## config.mk

```make
export PLATFORM = sky130hd
export DESIGN_NAME = uart_tx_arbiter_flat
export DESIGN_NICKNAME = d
export VERILOG_FILES = /design/src/rtl/uart_pkg.sv /design/src/rtl/uart_tx_arbiter_if.sv /design/src/rtl/rr_picker.sv /design/src/rtl/uart_tx_arbiter.sv /design/src/flat_wrapper.sv
export SDC_FILE = /design/constraint.sdc
export NUM_CORES = 1
export LEC_CHECK = 0
export BUFFER_PORTS_ARGS = -buffer_cell sky130_fd_sc_hd__buf_2
export CORE_MARGIN = 3
export CORE_UTILIZATION = 35
export DETAILED_ROUTE_END_ITERATION = 10
export PLACE_DENSITY = 0.66
export SLEW_MARGIN = 5
export SYNTH_ARGS = -nofsm -noshare
export SYNTH_HDL_FRONTEND = slang
export SYNTH_HIERARCHICAL = 1
export SYNTH_SLANG_ARGS = --single-unit
```

## constraint.sdc

```tcl
create_clock -name clk -period 3.3 [get_ports clk]
set_input_delay 0.33 -clock clk [delete_from_list [all_inputs] [get_ports clk]]
set_output_delay 0.33 -clock clk [all_outputs]
set_load 0.02 [all_outputs]
```

## src/rtl/uart_pkg.sv

```systemverilog
// uart_pkg: shared encodings and constants for the UART transmit path.
package uart_pkg;
  localparam int BYTE_W    = 8;
  localparam int CLK_FREQ  = 100_000_000;
  localparam int BAUD_RATE = 115_200;
  typedef enum logic [2:0] {IDLE, SEND, WAIT_HI, WAIT_LO, HOLD} arb_state_e;
endpackage

```

## src/rtl/uart_tx_arbiter_if.sv

```systemverilog
// uart_tx_arbiter_if: requester byte streams plus the uart_tx start/busy handshake.
interface uart_tx_arbiter_if #(parameter int N_REQ = 2);
  logic [N_REQ-1:0]                  req;
  logic [uart_pkg::BYTE_W*N_REQ-1:0] req_data;
  logic [N_REQ-1:0]                  req_last;
  logic [N_REQ-1:0]                  req_ack;
  logic [uart_pkg::BYTE_W-1:0]       tx_data;
  logic                              tx_start;
  logic                              tx_busy;
  modport master (output req, req_data, req_last, tx_busy, input req_ack, tx_data, tx_start);
  modport slave  (input req, req_data, req_last, tx_busy, output req_ack, tx_data, tx_start);
endinterface

```

## src/rtl/rr_picker.sv

```systemverilog
// rr_picker: first set request after the pointer, wrapping at N_REQ-1.
module rr_picker #(
  parameter int N_REQ = 2,
  parameter int IDX_W = 1
) (
  input  logic [N_REQ-1:0] req,
  input  logic [IDX_W-1:0] ptr,
  output logic [IDX_W-1:0] idx,
  output logic             any
);
  // Walk from farthest to nearest so the nearest set request overwrites last.
  always_comb begin
    idx = '0;
    for (int k = N_REQ; k >= 1; k--)
      if (req[(int'(ptr) + k) % N_REQ]) idx = IDX_W'((int'(ptr) + k) % N_REQ);
  end
  assign any = |req;
endmodule

```

## src/rtl/uart_tx_arbiter.sv

```systemverilog
// uart_tx_arbiter: packet-locked round-robin sharing of one uart_tx among N_REQ byte streams.
module uart_tx_arbiter import uart_pkg::*; #(
  parameter int N_REQ   = 2,
  parameter int IDX_W   = 1,
  parameter int BUSY_TO = 16
) (
  input  logic             clk,
  input  logic             rst_n,
  uart_tx_arbiter_if.slave bus,
  output logic [IDX_W-1:0] grant_id,
  output logic             locked,
  output logic             err_busy_to
);
  localparam int CNT_W = $clog2(BUSY_TO + 1);
  arb_state_e         state_q, state_d;
  logic [IDX_W-1:0]   grant_q, grant_d, rr_q, rr_d, winner;
  logic               locked_q, locked_d, last_q, last_d, err_q, err_d, any;
  logic               tx_start_q, tx_start_d;
  logic [BYTE_W-1:0]  tx_data_q, tx_data_d;
  logic [N_REQ-1:0]   req_ack_q, req_ack_d;
  logic [CNT_W-1:0]   cnt_q, cnt_d;

  rr_picker #(.N_REQ(N_REQ), .IDX_W(IDX_W)) u_pick (
    .req(bus.req), .ptr(rr_q), .idx(winner), .any(any)
  );

  always_comb begin
    state_d    = state_q;
    grant_d    = grant_q;
    rr_d       = rr_q;
    locked_d   = locked_q;
    last_d     = last_q;
    err_d      = err_q;
    tx_data_d  = tx_data_q;
    cnt_d      = cnt_q;
    tx_start_d = 1'b0;
    req_ack_d  = '0;
    case (state_q)
      IDLE: if (any) begin
        grant_d  = winner;
        locked_d = 1'b1;
        state_d  = SEND;
      end
      // A withdrawn request keeps the lock and waits in HOLD rather than acking nothing.
      SEND: if (!bus.tx_busy) begin
        if (bus.req[grant_q]) begin
          tx_data_d          = bus.req_data[BYTE_W*grant_q +: BYTE_W];
          tx_start_d         = 1'b1;
          req_ack_d[grant_q] = 1'b1;
          last_d             = bus.req_last[grant_q];
          cnt_d              = '0;
          state_d            = WAIT_HI;
        end else state_d = HOLD;
      end
      WAIT_HI: if (bus.tx_busy) state_d = WAIT_LO;
        else if (cnt_q == CNT_W'(BUSY_TO - 1)) begin
          err_d   = 1'b1;
          state_d = WAIT_LO;
        end else cnt_d = cnt_q + 1'b1;
      WAIT_LO: if (!bus.tx_busy) begin
        if (last_q) begin
          rr_d     = grant_q;
          locked_d = 1'b0;
          state_d  = IDLE;
        end else state_d = HOLD;
      end
      HOLD: state_d = bus.req[grant_q] ? SEND : HOLD;
      default: state_d = IDLE;
    endcase
  end

  always_ff @(posedge clk or negedge rst_n)
    if (!rst_n) begin
      state_q    <= IDLE;
      grant_q    <= '0;
      rr_q       <= IDX_W'(N_REQ - 1);
      locked_q   <= 1'b0;
      last_q     <= 1'b0;
      err_q      <= 1'b0;
      tx_data_q  <= '0;
      tx_start_q <= 1'b0;
      req_ack_q  <= '0;
      cnt_q      <= '0;
    end else begin
      state_q    <= state_d;
      grant_q    <= grant_d;
      rr_q       <= rr_d;
      locked_q   <= locked_d;
      last_q     <= last_d;
      err_q      <= err_d;
      tx_data_q  <= tx_data_d;
      tx_start_q <= tx_start_d;
      req_ack_q  <= req_ack_d;
      cnt_q      <= cnt_d;
    end

  assign bus.tx_data  = tx_data_q;
  assign bus.tx_start = tx_start_q;
  assign bus.req_ack  = req_ack_q;
  assign grant_id     = grant_q;
  assign locked       = locked_q;
  assign err_busy_to  = err_q;
endmodule

```

## src/flat_wrapper.sv

```systemverilog
// flat-port wrapper written by rule: the top's interface ports become plain ports
module uart_tx_arbiter_flat import uart_pkg::*;
#(
  parameter int N_REQ   = 2,
  parameter int IDX_W   = 1,
  parameter int BUSY_TO = 16
)
  (clk, rst_n, grant_id, locked, err_busy_to, bus_req, bus_req_data, bus_req_last, bus_tx_busy, bus_req_ack, bus_tx_data, bus_tx_start);
  uart_tx_arbiter_if #(.N_REQ(N_REQ)) bus_i ();
  input  logic clk;
  input  logic rst_n;
  output logic [IDX_W-1:0] grant_id;
  output logic locked;
  output logic err_busy_to;
  input wire logic [$bits(bus_i.req)-1:0] bus_req;
  input wire logic [$bits(bus_i.req_data)-1:0] bus_req_data;
  input wire logic [$bits(bus_i.req_last)-1:0] bus_req_last;
  input wire logic [$bits(bus_i.tx_busy)-1:0] bus_tx_busy;
  output wire logic [$bits(bus_i.req_ack)-1:0] bus_req_ack;
  output wire logic [$bits(bus_i.tx_data)-1:0] bus_tx_data;
  output wire logic [$bits(bus_i.tx_start)-1:0] bus_tx_start;
  assign bus_i.req = bus_req;
  assign bus_i.req_data = bus_req_data;
  assign bus_i.req_last = bus_req_last;
  assign bus_i.tx_busy = bus_tx_busy;
  assign bus_req_ack = bus_i.req_ack;
  assign bus_tx_data = bus_i.tx_data;
  assign bus_tx_start = bus_i.tx_start;
  uart_tx_arbiter #(.N_REQ(N_REQ), .IDX_W(IDX_W), .BUSY_TO(BUSY_TO)) u_core (.clk(clk), .rst_n(rst_n), .bus(bus_i), .grant_id(grant_id), .locked(locked), .err_busy_to(err_busy_to));
endmodule
```

* Yosys cells after proc, flatten, opt, wreduce, memory -nomap -nowiden
Index checks and enable logic that the tools add are counted.
** Word-level totals
- Flip-flop bits (word level) :: 24
- Bits of input ports :: 23
- Output and inout port bits :: 14
- Logic and storage cells :: 84
** Operators by class
- $add $sub $neg :: 3
- Order comparisons :: 4
- Equality and inequality tests :: 13
- Shift operators :: 1
- Multiplexer cells :: 38
- Bitwise operators :: 3
- Reduce and logical (&&, ||, !) cells :: 12
** Operators by type and width (count)
- $mux 3 :: 8
- $mux 5 :: 4
- $mux 1 :: 19
- $shiftx 16x5->8 :: 1
- $pmux 3 s5 :: 1
- $pmux 5 s2 :: 1
- $reduce_and 3->1 :: 3
- $ne 2x2->1 const B :: 4
- $reduce_and 4->1 :: 2
- $eq 3x2->1 const B :: 2
- $lt 2x3->1 const B :: 2
- $mux 2 :: 3
- $ne 2x1->1 const B :: 3
- $add 5x1->5 const B :: 1
- $eq 5x4->1 const B :: 1
- $reduce_and 5->1 :: 1
- $reduce_bool 2->1 :: 2
- $eq 3x1->1 const B :: 1
- $eq 3x3->1 const B :: 1
- $logic_not 3->1 :: 1
- $ne 3x2->1 const B :: 1
- $add 1x1->1 const B :: 2
- $and 1x1->1 const A :: 2
- $lt 1x2->1 const B :: 1
- 7 further kinds :: 7

* Logic depth before layout (Yosys ltp)
Gate-level depths: netlist of the first run.
- Word-level depth :: 7
- Mapped depth :: 6
- Depth with buffers taken out :: 6

* Cells and area by module
The synthesis of the first run kept the hierarchy.
** By module, submodules not included
- uart_tx_arbiter :: times used 1, cells an instance 118, area each 1208.7 µm², seq. area each 601.8 µm²
- rr_picker :: times used 1, cells an instance 2, area each 13.8 µm², seq. area each 0.0 µm²

* Least setup slack after synthesis of the first run
No wires, ideal clock.
- Path type :: reg-to-reg
- Start :: register u_core.cnt_q[0]
- End :: register u_core.state_q[0]
- Library setup time :: 133 ps
- Arrival :: 1708 ps
- Data required time :: 3167 ps
- Path slack :: 1459 ps
- Stages on the path, launching flop included :: 7
- Path buffers :: 0
- Clock period less this slack :: 1841 ps
- Cell sequence :: dfrtp_1 ha_1 and3_1 ha_1 or3b_2 a211oi_1 a221oi_1
** On the way
- Cells in the longest elaborated chain, start to end :: 3
** RTL lines
- start: declaration :: line uart_tx_arbiter.sv:21 : logic [CNT_W-1:0] cnt_q, cnt_d;
- start signal: assignment :: line uart_tx_arbiter.sv:94 : cnt_q <= cnt_d;
- $eq 5x4->1 :: line uart_tx_arbiter.sv:56 : else if (cnt_q == CNT_W'(BUSY_TO - 1)) begin
- $ne 3x2->1 (no source line)
- $reduce_and 4->1 (no source line)
- end signal: assignment :: line uart_tx_arbiter.sv:85 : state_q <= state_d;
- end: declaration :: line uart_tx_arbiter.sv:15 : arb_state_e state_q, state_d;
Every way passes these cells.
A chain may end at the register's enable or synchronous reset.

* Worst setup path in the final report of the first run
- Start :: register u_core.state_q[0]
- End :: register u_core.cnt_q[3]
** On the way
- Cells in the longest elaborated chain, start to end :: 3
- Elaborated cells between the ends (all ways) :: 9
- Those cells by class :: eq/ne: 6; mux: 1; reduce/logical: 2
** RTL lines
- $eq 3x2->1 or $eq 3x1->1 (tied branches) :: line uart_tx_arbiter.sv:38 : case (state_q)
- $ne 2x2->1 (no source line), or another cell as far along
- $reduce_and 5->1 (no source line)
Several ways; a longest one is shown, not always the timed one.

==> results of run 1 <==
[routing by layer]
layer / global-route usage [%] / vias up / share of wire [%]
li1: - / 503 / -
met1: 18.8 / 471 / 46
met2: 21.1 / 29 / 47
met3: 2.22 / 2 / 5.9
met4: 4.66 / 0 / 0.66
met5: 0 / - / 0
[stage by stage]
stage | worst slack (ns) | std cells
floorplan | 1.46 | 120
global placement | 1.31 | 193
detailed placement | 1.27 | 193
CTS | 1.24 | 198
global route | 1.16 | 198
finish | 1.24 | 198
[kinds of logic after synthesis]
| logic type | share of synthesized area [%] |
|---|---|
| muxes | 10.8 |
| and+or+nand+nor | 14.6 |
| AOI/OAI and AO/OA | 17.5 |
| xor gates and xnor gates | 0.717 |
| adders and majority gates | 2.05 |
| DFF | 49.2 |
| buffers and inverters | 5.02 |
[registers in the layout, indices dropped and copies added, names as in the netlist]
name                 flops
u_core/cnt_q             5
u_core/bus.tx_start      1
u_core/bus.tx_data       8
u_core/bus.req_ack       2
u_core/state_q           3
u_core/rr_q              1
u_core/last_q            1
u_core/grant_id          1
u_core/err_busy_to       1
u_core/locked            1
[where the power goes]
group / leakage, nW / switching (mW) / internal [mW] / total, mW
registers: 0.307 / 0.119 / 0.395 / 0.514
logic: 0.392 / 0.246 / 0.209 / 0.455
clock network: 0.0210 / 0.0887 / 0.0674 / 0.156
[worst min-delay path: stages]
cell,delay (ns)
buf_2,0.12
nand2_1,0.06
nor2_1,0.04
[layout by cell type (no fill, tap or decap), types with 2 or more instances in the layout]
cell type  count
buf_2         36
mux2_2         2
inv_1          7
a21oi_1        3
a31oi_1        4
or2_1          2
and3_1         3
o21ai_1        9
mux2i_1       11
nor3b_1        2
o22ai_1        2
o21ai_0       13
clkbuf_4       3
ha_1           2
dfrtp_1       23
nor2_1         3
nand2_1        5
or3_1          2
[final cells by class]
type | instances | area (um^2)
fill | 336 | 1730
sequential | 24 | 602
multi-input combinational | 81 | 559
timing repair buffer | 38 | 198
tap | 44 | 55.1
clock buffer | 4 | 36.3
inverter | 7 | 26.3
[path summary, 6_finish.rpt]
kind / to / slack (ns)
max: u_core/cnt_q[3]$_DFFE_PN0P_ / 1.24
min: u_core/bus.req_ack[1]$_DFF_PN0_ / 0.25
max reg2reg: u_core/cnt_q[3]$_DFFE_PN0P_ / 1.24
min reg2reg: u_core/err_busy_to$_DFFE_PN0P_ / 0.48
max in group asynchronous: u_core/rr_q$_DFFE_PN1P_ / 2.43
min in group asynchronous: u_core/cnt_q[1]$_DFFE_PN0P_ / 0.51
==> summary.md, run 1 <==
| Metric | Value |
|---|---|
| Ys async rst share | 100% |
| Synth top area share | 47.1% |
| Core Util, Final | 46.1% |
| Initial antenna violation count | 0 |
| Worst setup EP type | register |
| Reg clk slew, reported paths | 0.13 ns |
| Crit path required time | 3.51 ns |
| Num CTS Buffers | 3 |
| Setup TNS | 0 ns |
| FMAX | 0.485 GHz |
| First-pass GRT wire length | 4510 um |
| Worst setup path start | u_core/state_q[0]$_DFFE_PN0P_ |
| CTS Root Cell | clkbuf_4 |
| Gr usage total | 13.4% |
| DIE WIDTH | 65.1 um |
| Synth Register Bits | 24 |
| Largest net degree at the start of global routing | 25 |
| Min-delay worst type | primary input to register |
| DP Wirelength | 1890 um |
| Worst path cell trace | or4b_4, or2_1, a311o_1 |
| Via density | 5.08 |
| Cell count of the worst reg-to-reg path | 3 |
| Overall power | 1.12 mW |
| Syn_area_per_cell | 10.2 um^2 |
| Clk_skew | 0.00248 ns |
| Synthesized area | 0.00122 mm^2 |
| Hold Fails Final Rpt | 0 |
| Post-synthesis sequential area ratio | 49.2% |
| Postcts setup bufs | 0 |
| Initial DRC count | 24 |
| Number of synthesized flops with an enable pin | 0 |
| Setup Viol. Count Final | 0 |
| Post-synth cell types | 37 |
| Status | finished clean |
| Synthesis warning total | 6 |
| Top-count cell post-synth | dfrtp_1 |
| Post-CTS Resized | 0 |
| Core area | 0.00320 mm^2 |
| CP max stage cell | or4b_4 |
| Crit path buf inv count | 0 |
| Syn Nets | 145 |
| Per-cell routed wire length | 13.0 um |
| WS Path Type | register to register |
| IR drop worst, VDD | 0.393 mV |
| P&R area growth vs syn | 20.8% |
| Routed via count | 1005 |
| Startpoint type of the worst setup path | register |
| Die Height | 65.1 um |
| Maximum clock insertion buffer count | 2 |
| Vias in the first global route | 982 |
| Fin crit share | 62.4% |
| Slew Limit Headroom | 56.8% |
| R2R Path Start | u_core/state_q[0]$_DFFE_PN0P_ |
| Max H-tree Level | 1 |
| Max-cap viol count | 0 |
| WP depth | 3 |
| Die Area | 0.00424 mm^2 |
| Remaining global-route overflow | 0 |
| Final instance area | 0.00148 mm^2 |
| CP max stage delay | 0.60 ns |
| Slew of the pin with the lowest slew margin | 0.640 ns |
| Worst-skew pair later-pin latency | 0.31 ns |
| Cell taking the most area after synthesis | dfrtp_1 |
| Gpl congestion | 0.765 |
| Tmin final | 2.06 ns |
| I/O pins | 37 |
| Post-synth top cells | 23 x dfrtp_1, 13 x o21ai_0, 11 x mux2i_1 |
| Placed cell area | 0.00143 mm^2 |
| DR DRC count | 0 |
| CP delay by family, top | simple AND/OR/NAND/NOR gates |
| CTS Hold Buffers Added | 1 |
| Leak Pwr | 0.720 nW |
| CTS tree | yes |
| Layout cell share with drive strength beyond 1 | 31.8% |
| Min-delay src | bus_req[1] |
| Row count | 20 |
| Drt total wl | 2570 um |
| RSZ-0062 raised after global routing | no |
| Pwr per Cell Area | 762 mW/mm^2 |
| Count of final max-slew check failures | 0 |
| Top post-synthesis cells by area | dfrtp_1 47%, mux2i_1 9.0%, o21ai_0 5.3% |
| PortBufs | 36 |
| Most used DFF post-synth | dfrtp_1 |
| Nets@finish | 180 |
| Gate Count Post-Synth | 120 |
| Initial Util | 38.2% |
| Crit-path max FO | 14 |
| DRT antenna net count | 0 |
| Crit path DAT | 2.27 ns |
| Clock sinks | 24 |
| Hold path cells | 3 |
| N_diodes | 0 |
| TritonRoute pass-1 iters | 4 |
| Hold_ws | 0.252 ns |
No activity file was read; power rests on OpenSTA's default activity.
==> run 2, diff against run 1 <==
--- a/config.mk
+++ b/config.mk
@@ -5,11 +5,12 @@
 export SDC_FILE = /design/constraint.sdc
 export NUM_CORES = 1
 export LEC_CHECK = 0
+export ABC_AREA = 1
 export BUFFER_PORTS_ARGS = -buffer_cell sky130_fd_sc_hd__buf_2
 export CORE_MARGIN = 3
 export CORE_UTILIZATION = 35
 export DETAILED_ROUTE_END_ITERATION = 10
-export PLACE_DENSITY = 0.66
+export PLACE_DENSITY = 0.67
 export SLEW_MARGIN = 5
 export SYNTH_ARGS = -nofsm -noshare
 export SYNTH_HDL_FRONTEND = slang
==> constraint.sdc (replaced) <==
create_clock -name clk -period 1.8 [get_ports clk]
set_input_delay 0.18 -clock clk [delete_from_list [all_inputs] [get_ports clk]]
set_output_delay 0.18 -clock clk [all_outputs]
set_load 0.02 [all_outputs]
==> run 2 against run 1 <==
Net effect: synthesized cell count up 50%; die area up 8.3%; largest cell class is now multi-input combinational cells; clock skew down 0.00065 ns; flip-flop and latch count unchanged; critical path depth grew 7; sequential share of layout area decreased by 3.8 points; utilization rose by 0.45 points; highest routed layer unchanged; synthesized area up 9.2%; register-to-register slack got worse by 1.0 ns.
==> summary.md, run 2 <==
| Metric | Value |
|---|---|
| Gpl congestion | 0.878 (was 0.765) |
| Setup Viol. Count Final | 0 (unchanged) |
| I/O pins | 37 (unchanged) |
| Pwr per Cell Area | 1470 mW/mm^2 (was 762 mW/mm^2) |
| DR DRC count | 0 (unchanged) |
| Remaining global-route overflow | 0 (unchanged) |
| Synth Register Bits | 24 (unchanged) |
| Gr usage total | 14.7% (was 13.4%) |
| PortBufs | 36 (unchanged) |
| Leak Pwr | 0.914 nW (was 0.720 nW) |
| Setup TNS | 0 ns (unchanged) |
| Top post-synthesis cells by area | dfrtp_1 43%, nand2_1 22%, o21ai_1 4.9% (was dfrtp_1 47%, mux2i_1 9.0%, o21ai_0 5.3%) |
| Routed via count | 1216 (was 1005) |
| Placed cell area | 0.00156 mm^2 (was 0.00143 mm^2) |
| Leading cell type in the layout, fill and taps excluded | nand2_1 (was buf_2) |
| Crit path DAT | 1.74 ns (was 2.27 ns) |
| DRT antenna net count | 0 (unchanged) |
| Crit-path max FO | 4 (was 14) |
| CP dominant cell by count | nand2_1 |
| Synthesis warning total | 6 (unchanged) |
| Status | finished clean (unchanged) |
| Gate Count Post-Synth | 180 (was 120) |
| Worst path cell trace | ha_1, nand2_1, nor2_1, ha_1, nor2_1, nand3_1, nand2_1, nor2_2, nand2_1, nand2_1 (was or4b_4, or2_1, a311o_1) |
| Clock sinks | 24 (unchanged) |
| Nets@finish | 246 (was 180) |
| Fin crit share | 87.9% (was 62.4%) |
| Cell taking the most area after synthesis | dfrtp_1 (unchanged) |
| Post-synthesis sequential area ratio | 45.1% (was 49.2%) |
| Post-synth top cells | 78 x nand2_1, 23 x dfrtp_1, 13 x o21ai_1 (was 23 x dfrtp_1, 13 x o21ai_0, 11 x mux2i_1) |
| Post-synth cell types | 22 (was 37) |
| Core area | 0.00349 mm^2 (was 0.00320 mm^2) |
| DP Wirelength | 2210 um (was 1890 um) |
| Tmin final | 1.58 ns (was 2.06 ns) |
| Number of synthesized flops with an enable pin | 0 (unchanged) |
| Worst setup EP type | register (unchanged) |
| WS Path Type | register to register (unchanged) |
| Worst-skew pair later-pin latency | 0.26 ns (was 0.31 ns) |
| Initial DRC count | 103 (was 24) |
| Top-count cell post-synth | nand2_1 (was dfrtp_1) |
| Row count | 21 (was 20) |
| Max FFs per register | 8 (unchanged) |
| Most frequent cells in the layout | 78 x nand2_1, 36 x buf_2, 23 x dfrtp_1 (was 36 x buf_2, 23 x dfrtp_1, 13 x o21ai_0) |
| CTS Root Cell | clkbuf_8 (was clkbuf_4) |
| Max-cap viol count | 0 (unchanged) |
| Die Area | 0.00459 mm^2 (was 0.00424 mm^2) |
| Most used DFF post-synth | dfrtp_1 (unchanged) |
| Synth top area share | 43.1% (was 47.1%) |
| Initial antenna violation count | 0 (unchanged) |
| First-pass GRT wire length | 5150 um (was 4510 um) |
| Reg clk slew, reported paths | 0.08 ns (was 0.13 ns) |
| Maximum clock insertion buffer count | 2 (unchanged) |
| Die Height | 67.8 um (was 65.1 um) |
| FILL cells | 370 (was 336) |
| Via density | 4.57 (was 5.08) |
| Crit path required time | 1.96 ns (was 3.51 ns) |
| Largest net degree at the start of global routing | 25 (unchanged) |
| Hold Fails Final Rpt | 0 (unchanged) |
| FMAX | 0.632 GHz (was 0.485 GHz) |
| Min-delay worst type | primary input to register (unchanged) |
| RSZ-0062 raised after global routing | no (unchanged) |
| Clk_skew | 0.00183 ns (was 0.00248 ns) |
| TritonRoute pass-1 iters | 4 (unchanged) |
| Postcts setup bufs | 0 (unchanged) |
| Max H-tree Level | 1 (unchanged) |
| Slew Limit Headroom | 63.9% (was 56.8%) |
| Drt total wl | 2920 um (was 2570 um) |
| Ys async rst share | 100% (unchanged) |
| Vias in the first global route | 1177 (was 982) |
| Num CTS Buffers | 3 (unchanged) |
| IR drop worst, VDD | 0.755 mV (was 0.393 mV) |
| P&R area growth vs syn | 21.8% (was 20.8%) |
| DIE WIDTH | 67.8 um (was 65.1 um) |
| Syn Nets | 205 (was 145) |
| Per-cell routed wire length | 11.0 um (was 13.0 um) |
| Layout cell share with drive strength beyond 1 | 27.7% (was 31.8%) |
| Synthesized area | 0.00134 mm^2 (was 0.00122 mm^2) |
| Initial Util | 38.2% (about the same) |
| Count of final max-slew check failures | 0 (unchanged) |
| Syn_area_per_cell | 7.42 um^2 (was 10.2 um^2) |
| Final instance area | 0.00163 mm^2 (was 0.00148 mm^2) |
| Post-CTS Resized | 0 (unchanged) |
| CP max stage cell | dfrtp_1 (was or4b_4) |
| N_diodes | 0 (unchanged) |
| Slew of the pin with the lowest slew margin | 0.541 ns (was 0.640 ns) |
| CTS tree | yes (unchanged) |
| CP max stage delay | 0.41 ns (was 0.60 ns) |
| Startpoint type of the worst setup path | register (unchanged) |
## run 2: changes by cell type in the layout (fill, tap and decap cells not counted), sizes merged, moves of 4 or more
cell and change:
a31oi -4, buf +4, inv +6, mux2i -11
nand2 +79, nand3 +11, nor2 +13, o21ai -8
## run 2: path summary, 6_finish.rpt
kind	from	to	slack, ns	cells after the start
setup / recovery	u_core/cnt_q[0]$_DFFE_PN0P_	u_core/state_q[1]$_DFFE_PN0P_	0.22	10
hold / removal	bus_tx_busy	u_core/err_busy_to$_DFFE_PN0P_	0.18	2
setup reg to reg	u_core/cnt_q[0]$_DFFE_PN0P_	u_core/state_q[1]$_DFFE_PN0P_	0.22	10
hold reg to reg	u_core/locked$_DFFE_PN0P_	u_core/locked$_DFFE_PN0P_	0.48	2
max in group asynchronous	rst_n	u_core/rr_q$_DFFE_PN1P_	1.01	2
min in group asynchronous	rst_n	u_core/state_q[2]$_DFFE_PN0P_	0.42	2
## run 2: layout make-up
| cell class | instances | area (um^2) | share of cell area, % |
|---|---|---|---|
| flip-flops and latches | 24 | 602 | 37.0 |
| well taps | 46 | 57.6 | 3.54 |
| inverters | 13 | 48.8 | 3.00 |
| clock buffers | 4 | 55.1 | 3.38 |
| multi-input cells | 137 | 636 | 39.1 |
| repair buffers | 42 | 228 | 14.0 |
## run 2: what timing repair did
action,in CTS,in global routing
hold buffers,1,0
endpoints found under the hold margin,23,0
endpoints found under the setup margin,0,0
## run 2: cell families after synthesis
logic type	after synthesis	synth area share (%)
xor+xnor	1	0.656
buf+inv	19	7.31
fa+ha+maj	2	1.87
simple gates	117	38.5
compound gates	17	6.56
flops	24	45.1
## run 2: power by group
group	switching (mW)	internal [mW]	total, mW
Sequential	0.131	0.727	0.858
Combinational	0.766	0.404	1.17
Clock	0.167	0.195	0.363
Total	1.06	1.33	2.39
## run 2: metrics by stage
stage	hold slack [ns]	util, %	setup WS (ns)	cells	power [mW]
after detailed placement	0.200	44.7	0.238	261	2.04
after global placement	0.200	44.7	0.283	261	2.02
after CTS	0.167	46.5	0.222	266	2.42
after floorplan	-0.116	-	0.349	180	1.72
after global routing	0.183	46.5	0.0552	266	2.60
final	0.175	46.5	0.218	266	2.39
## run 2: critical path, delay by kind of cell, from the launching register on
family | cells | cell delay (ns)
AND/OR/NAND/NOR | 8 | 0.65
adder cells (fa/ha/maj) | 2 | 0.42
flip-flops | 1 | 0.41
## run 2: layer usage
metal  wire length [um]  vias up  global-route usage [%]
li1                   -      643                       -
met1               1330      539                    18.7
met2               1410       32                    24.7
met3                179        2                    3.33
met4                 10        0                    4.56
met5                  0        -                       0
==> run 3, diff against run 2 <==
--- a/config.mk
+++ b/config.mk
@@ -10,9 +10,9 @@
 export CORE_MARGIN = 3
 export CORE_UTILIZATION = 35
 export DETAILED_ROUTE_END_ITERATION = 10
+export GPL_ROUTABILITY_DRIVEN = 1
 export PLACE_DENSITY = 0.67
 export SLEW_MARGIN = 5
 export SYNTH_ARGS = -nofsm -noshare
 export SYNTH_HDL_FRONTEND = slang
-export SYNTH_HIERARCHICAL = 1
 export SYNTH_SLANG_ARGS = --single-unit
==> run 3 against run 2 <==
Net effect: clock-buffer cell count unchanged; global-route usage down 0.71 points; combinational power down 5%; final area down 0.23%; setup slack better by 0.068 ns; register-to-register slack better by 0.07 ns; critical endpoint is now u_core.cnt_q[0]$_DFFE_PN0P_; synthesized area up 1.1%.
==> summary.md, run 3 <==
| Metric | Value |
|---|---|
| Most used DFF post-synth | dfrtp_1 (unchanged) |
| Initial antenna violation count | 0 (unchanged) |
| Most frequent cells in the layout | 68 x nand2_1, 36 x buf_2, 23 x dfrtp_1 (was 78 x nand2_1, 36 x buf_2, 23 x dfrtp_1) |
| CP max stage delay | 0.42 ns (was 0.41 ns) |
| Worst setup EP type | register (unchanged) |
| Clock sinks | 24 (unchanged) |
| Post-synth cell types | 25 (was 22) |
| Worst-skew pair later-pin latency | 0.26 ns (about the same) |
| Register area | 602 um^2 (unchanged) |
| Worst path cell trace | ha_1, nand2_1, nor2_1, ha_1, nand3_1, nand2_2, inv_4, nand2_4, nand2_1, nand2_1 (was ha_1, nand2_1, nor2_1, ha_1, nor2_1, nand3_1, nand2_1, nor2_2, nand2_1, nand2_1) |
| Leak Pwr | 0.906 nW (was 0.914 nW) |
| Synth top area share | 42.6% (was 43.1%) |
| First-pass GRT wire length | 4880 um (was 5150 um) |
| Clk_skew | 0.00380 ns (was 0.00183 ns) |
| I/O pins | 37 (unchanged) |
| CTS tree | yes (unchanged) |
| Count of final max-slew check failures | 0 (unchanged) |
| Maximum clock insertion buffer count | 2 (unchanged) |
| N_diodes | 0 (unchanged) |
| Min-delay worst type | primary input to register (unchanged) |
| DR DRC count | 0 (unchanged) |
| Row count | 21 (unchanged) |
| Gate Count Post-Synth | 174 (was 180) |
| Initial DRC count | 72 (was 103) |
| P&R area growth vs syn | 20.2% (was 21.8%) |
| DRT antenna net count | 0 (unchanged) |
| Die Height | 68.1 um (was 67.8 um) |
| Overall power | 2.35 mW (was 2.39 mW) |
| Crit path buf inv count | 1 (was 0) |
| Top post-synthesis cells by area | dfrtp_1 43%, nand2_1 19%, o21ai_2 5.2% (was dfrtp_1 43%, nand2_1 22%, o21ai_1 4.9%) |
| Num CTS Buffers | 3 (unchanged) |
| Synth Register Bits | 24 (unchanged) |
| CTS Root Cell | clkbuf_8 (unchanged) |
| Remaining global-route overflow | 0 (unchanged) |
| Area of the multi-input gates | 646 um^2 (was 636 um^2) |
| Max FFs per register | 8 (unchanged) |
| Per-cell routed wire length | 10.9 um (was 11.0 um) |
| Top-count cell post-synth | nand2_1 (unchanged) |
| Vias in the first global route | 1074 (was 1177) |
| Crit-path max FO | 6 (was 4) |
| Placed insts | 253 (was 261) |
| Nets@finish | 238 (was 246) |
| Tmin final | 1.51 ns (was 1.58 ns) |
| Crit path DAT | 1.68 ns (was 1.74 ns) |
| Pwr per Cell Area | 1450 mW/mm^2 (was 1470 mW/mm^2) |
| Setup TNS | 0 ns (unchanged) |
| Fin crit share | 84.2% (was 87.9%) |
| Reg clk slew, reported paths | 0.08 ns (about the same) |
| Synthesized area | 0.00135 mm^2 (was 0.00134 mm^2) |
| Syn Nets | 199 (was 205) |
| Cell taking the most area after synthesis | dfrtp_1 (unchanged) |
| Crit path required time | 1.96 ns (about the same) |
| TritonRoute pass-1 iters | 4 (unchanged) |
| FILL cells | 379 (was 370) |
| WS Path Type | register to register (unchanged) |
| Via density | 4.55 (was 4.57) |
| DIE WIDTH | 68.1 um (was 67.8 um) |
| Slew Limit Headroom | 64.4% (was 63.9%) |
| Die Area | 0.00464 mm^2 (was 0.00459 mm^2) |
| Cell count of the worst reg-to-reg path | 10 (unchanged) |
| Post-synth top cells | 68 x nand2_1, 23 x dfrtp_1, 16 x nor2_1 (was 78 x nand2_1, 23 x dfrtp_1, 13 x o21ai_1) |
| Layout cell share with drive strength beyond 1 | 31.6% (was 27.7%) |
| FMAX | 0.660 GHz (was 0.632 GHz) |
| Status | finished clean (unchanged) |
| CP delay by family, top | simple AND/OR/NAND/NOR gates (unchanged) |
| IR drop worst, VDD | 0.668 mV (was 0.755 mV) |
| Max-cap viol count | 0 (unchanged) |
| Slew of the pin with the lowest slew margin | 0.534 ns (was 0.541 ns) |
| DP Wirelength | 2100 um (was 2210 um) |
| CP max stage cell | dfrtp_1 (unchanged) |
| Routed via count | 1174 (was 1216) |
| Startpoint type of the worst setup path | register (unchanged) |
| Setup Viol. Count Final | 0 (unchanged) |
| Synthesis warning total | 0 (was 6) |
| Syn_area_per_cell | 7.76 um^2 (was 7.42 um^2) |
| Fin cells | 258 (was 266) |
| Hold Fails Final Rpt | 0 (unchanged) |
| Max H-tree Level | 1 (unchanged) |
| PortBufs | 36 (unchanged) |
| Core area | 0.00352 mm^2 (was 0.00349 mm^2) |
| Postcts setup bufs | 0 (unchanged) |
| Drt total wl | 2810 um (was 2920 um) |
| Initial Util | 38.3% (was 38.2%) |
| Gr usage total | 14.0% (was 14.7%) |
| Gpl congestion | 0.799 (was 0.878) |
| Number of synthesized flops with an enable pin | 0 (unchanged) |
| Post-synthesis sequential area ratio | 44.6% (was 45.1%) |
| Largest net degree at the start of global routing | 25 (unchanged) |
| CP dominant cell by count | nand2_1 (unchanged) |
| RSZ-0062 raised after global routing | no (unchanged) |
| Ys async rst share | 100% (unchanged) |
| Leading cell type in the layout, fill and taps excluded | nand2_1 (unchanged) |
| WP depth | 10 (unchanged) |
| Hold path cells | 3 (was 2) |
run 3: power by group:
part	total [mW]	switching (mW)	internal, mW	leakage, nW
Combinational	1.11	0.745	0.362	0.574
Clock	0.360	0.165	0.195	0.0288
Sequential	0.878	0.166	0.713	0.303
run 3: cell type report:
class | count | share of cell area (%)
sequential | 24 | 37.1
inverter | 16 | 4.01
tap | 46 | 3.55
clock buffer | 4 | 3.39
multi-input combinational | 130 | 39.8
timing repair buffer | 38 | 12.2
run 3: repair_timing:
| action | CTS | global route |
|---|---|---|
| hold buffers | 1 | 0 |
| resized for setup | 0 | 0 |
| endpoints found under the hold margin | 23 | 0 |
run 3: cells by family after synthesis:
| kind of cell | Yosys count | share of synthesized area (%) |
|---|---|---|
| flops | 24 | 44.6 |
| compound gates | 17 | 8.90 |
| fa+ha+maj | 2 | 1.85 |
| buf+inv | 20 | 7.60 |
| simple gates | 111 | 37.1 |
run 3: worst register-to-register path: cells and delay by family, from the launching register on:
kind                       cells  cell delay (ns)
adders and majority gates      2             0.42
buffers and inverters          1             0.09
and+or+nand+nor                7             0.48
DFF                            1             0.42
run 3: metal layers:
metal | wire length (um) | global-route usage (%)
met1 | 1380 | 19.4
met2 | 1260 | 21.7
met3 | 152 | 4.11
met4 | 17 | 2.98
met5 | 0 | 0
run 3: final timing paths:
path                                                    to  slack (ns)                      startpoint
setup reg to reg               u_core.cnt_q[0]$_DFFE_PN0P_        0.29     u_core.cnt_q[0]$_DFFE_PN0P_
setup / recovery               u_core.cnt_q[0]$_DFFE_PN0P_        0.29     u_core.cnt_q[0]$_DFFE_PN0P_
hold / removal             u_core.bus.req_ack[1]$_DFF_PN0_        0.19                      bus_req[1]
min in group asynchronous    u_core.state_q[0]$_DFFE_PN0P_        0.42                           rst_n
hold reg to reg             u_core.err_busy_to$_DFFE_PN0P_        0.47  u_core.err_busy_to$_DFFE_PN0P_
max in group asynchronous          u_core.rr_q$_DFFE_PN1P_        1.01                           rst_n
run 3: through the flow:
| stage | util, % | worst slack [ns] | hold slack (ns) | instance area, um^2 |
|---|---|---|---|---|
| after CTS | 46.1 | 0.285 | 0.186 | 1620 |
| after floorplan | - | 0.390 | -0.116 | 1350 |
| after detailed placement | 44.2 | 0.300 | 0.203 | 1560 |
| after global placement | 44.2 | 0.314 | 0.201 | 1560 |
| after global routing | 46.1 | 0.104 | 0.193 | 1620 |
| final | 46.1 | 0.285 | 0.190 | 1620 |
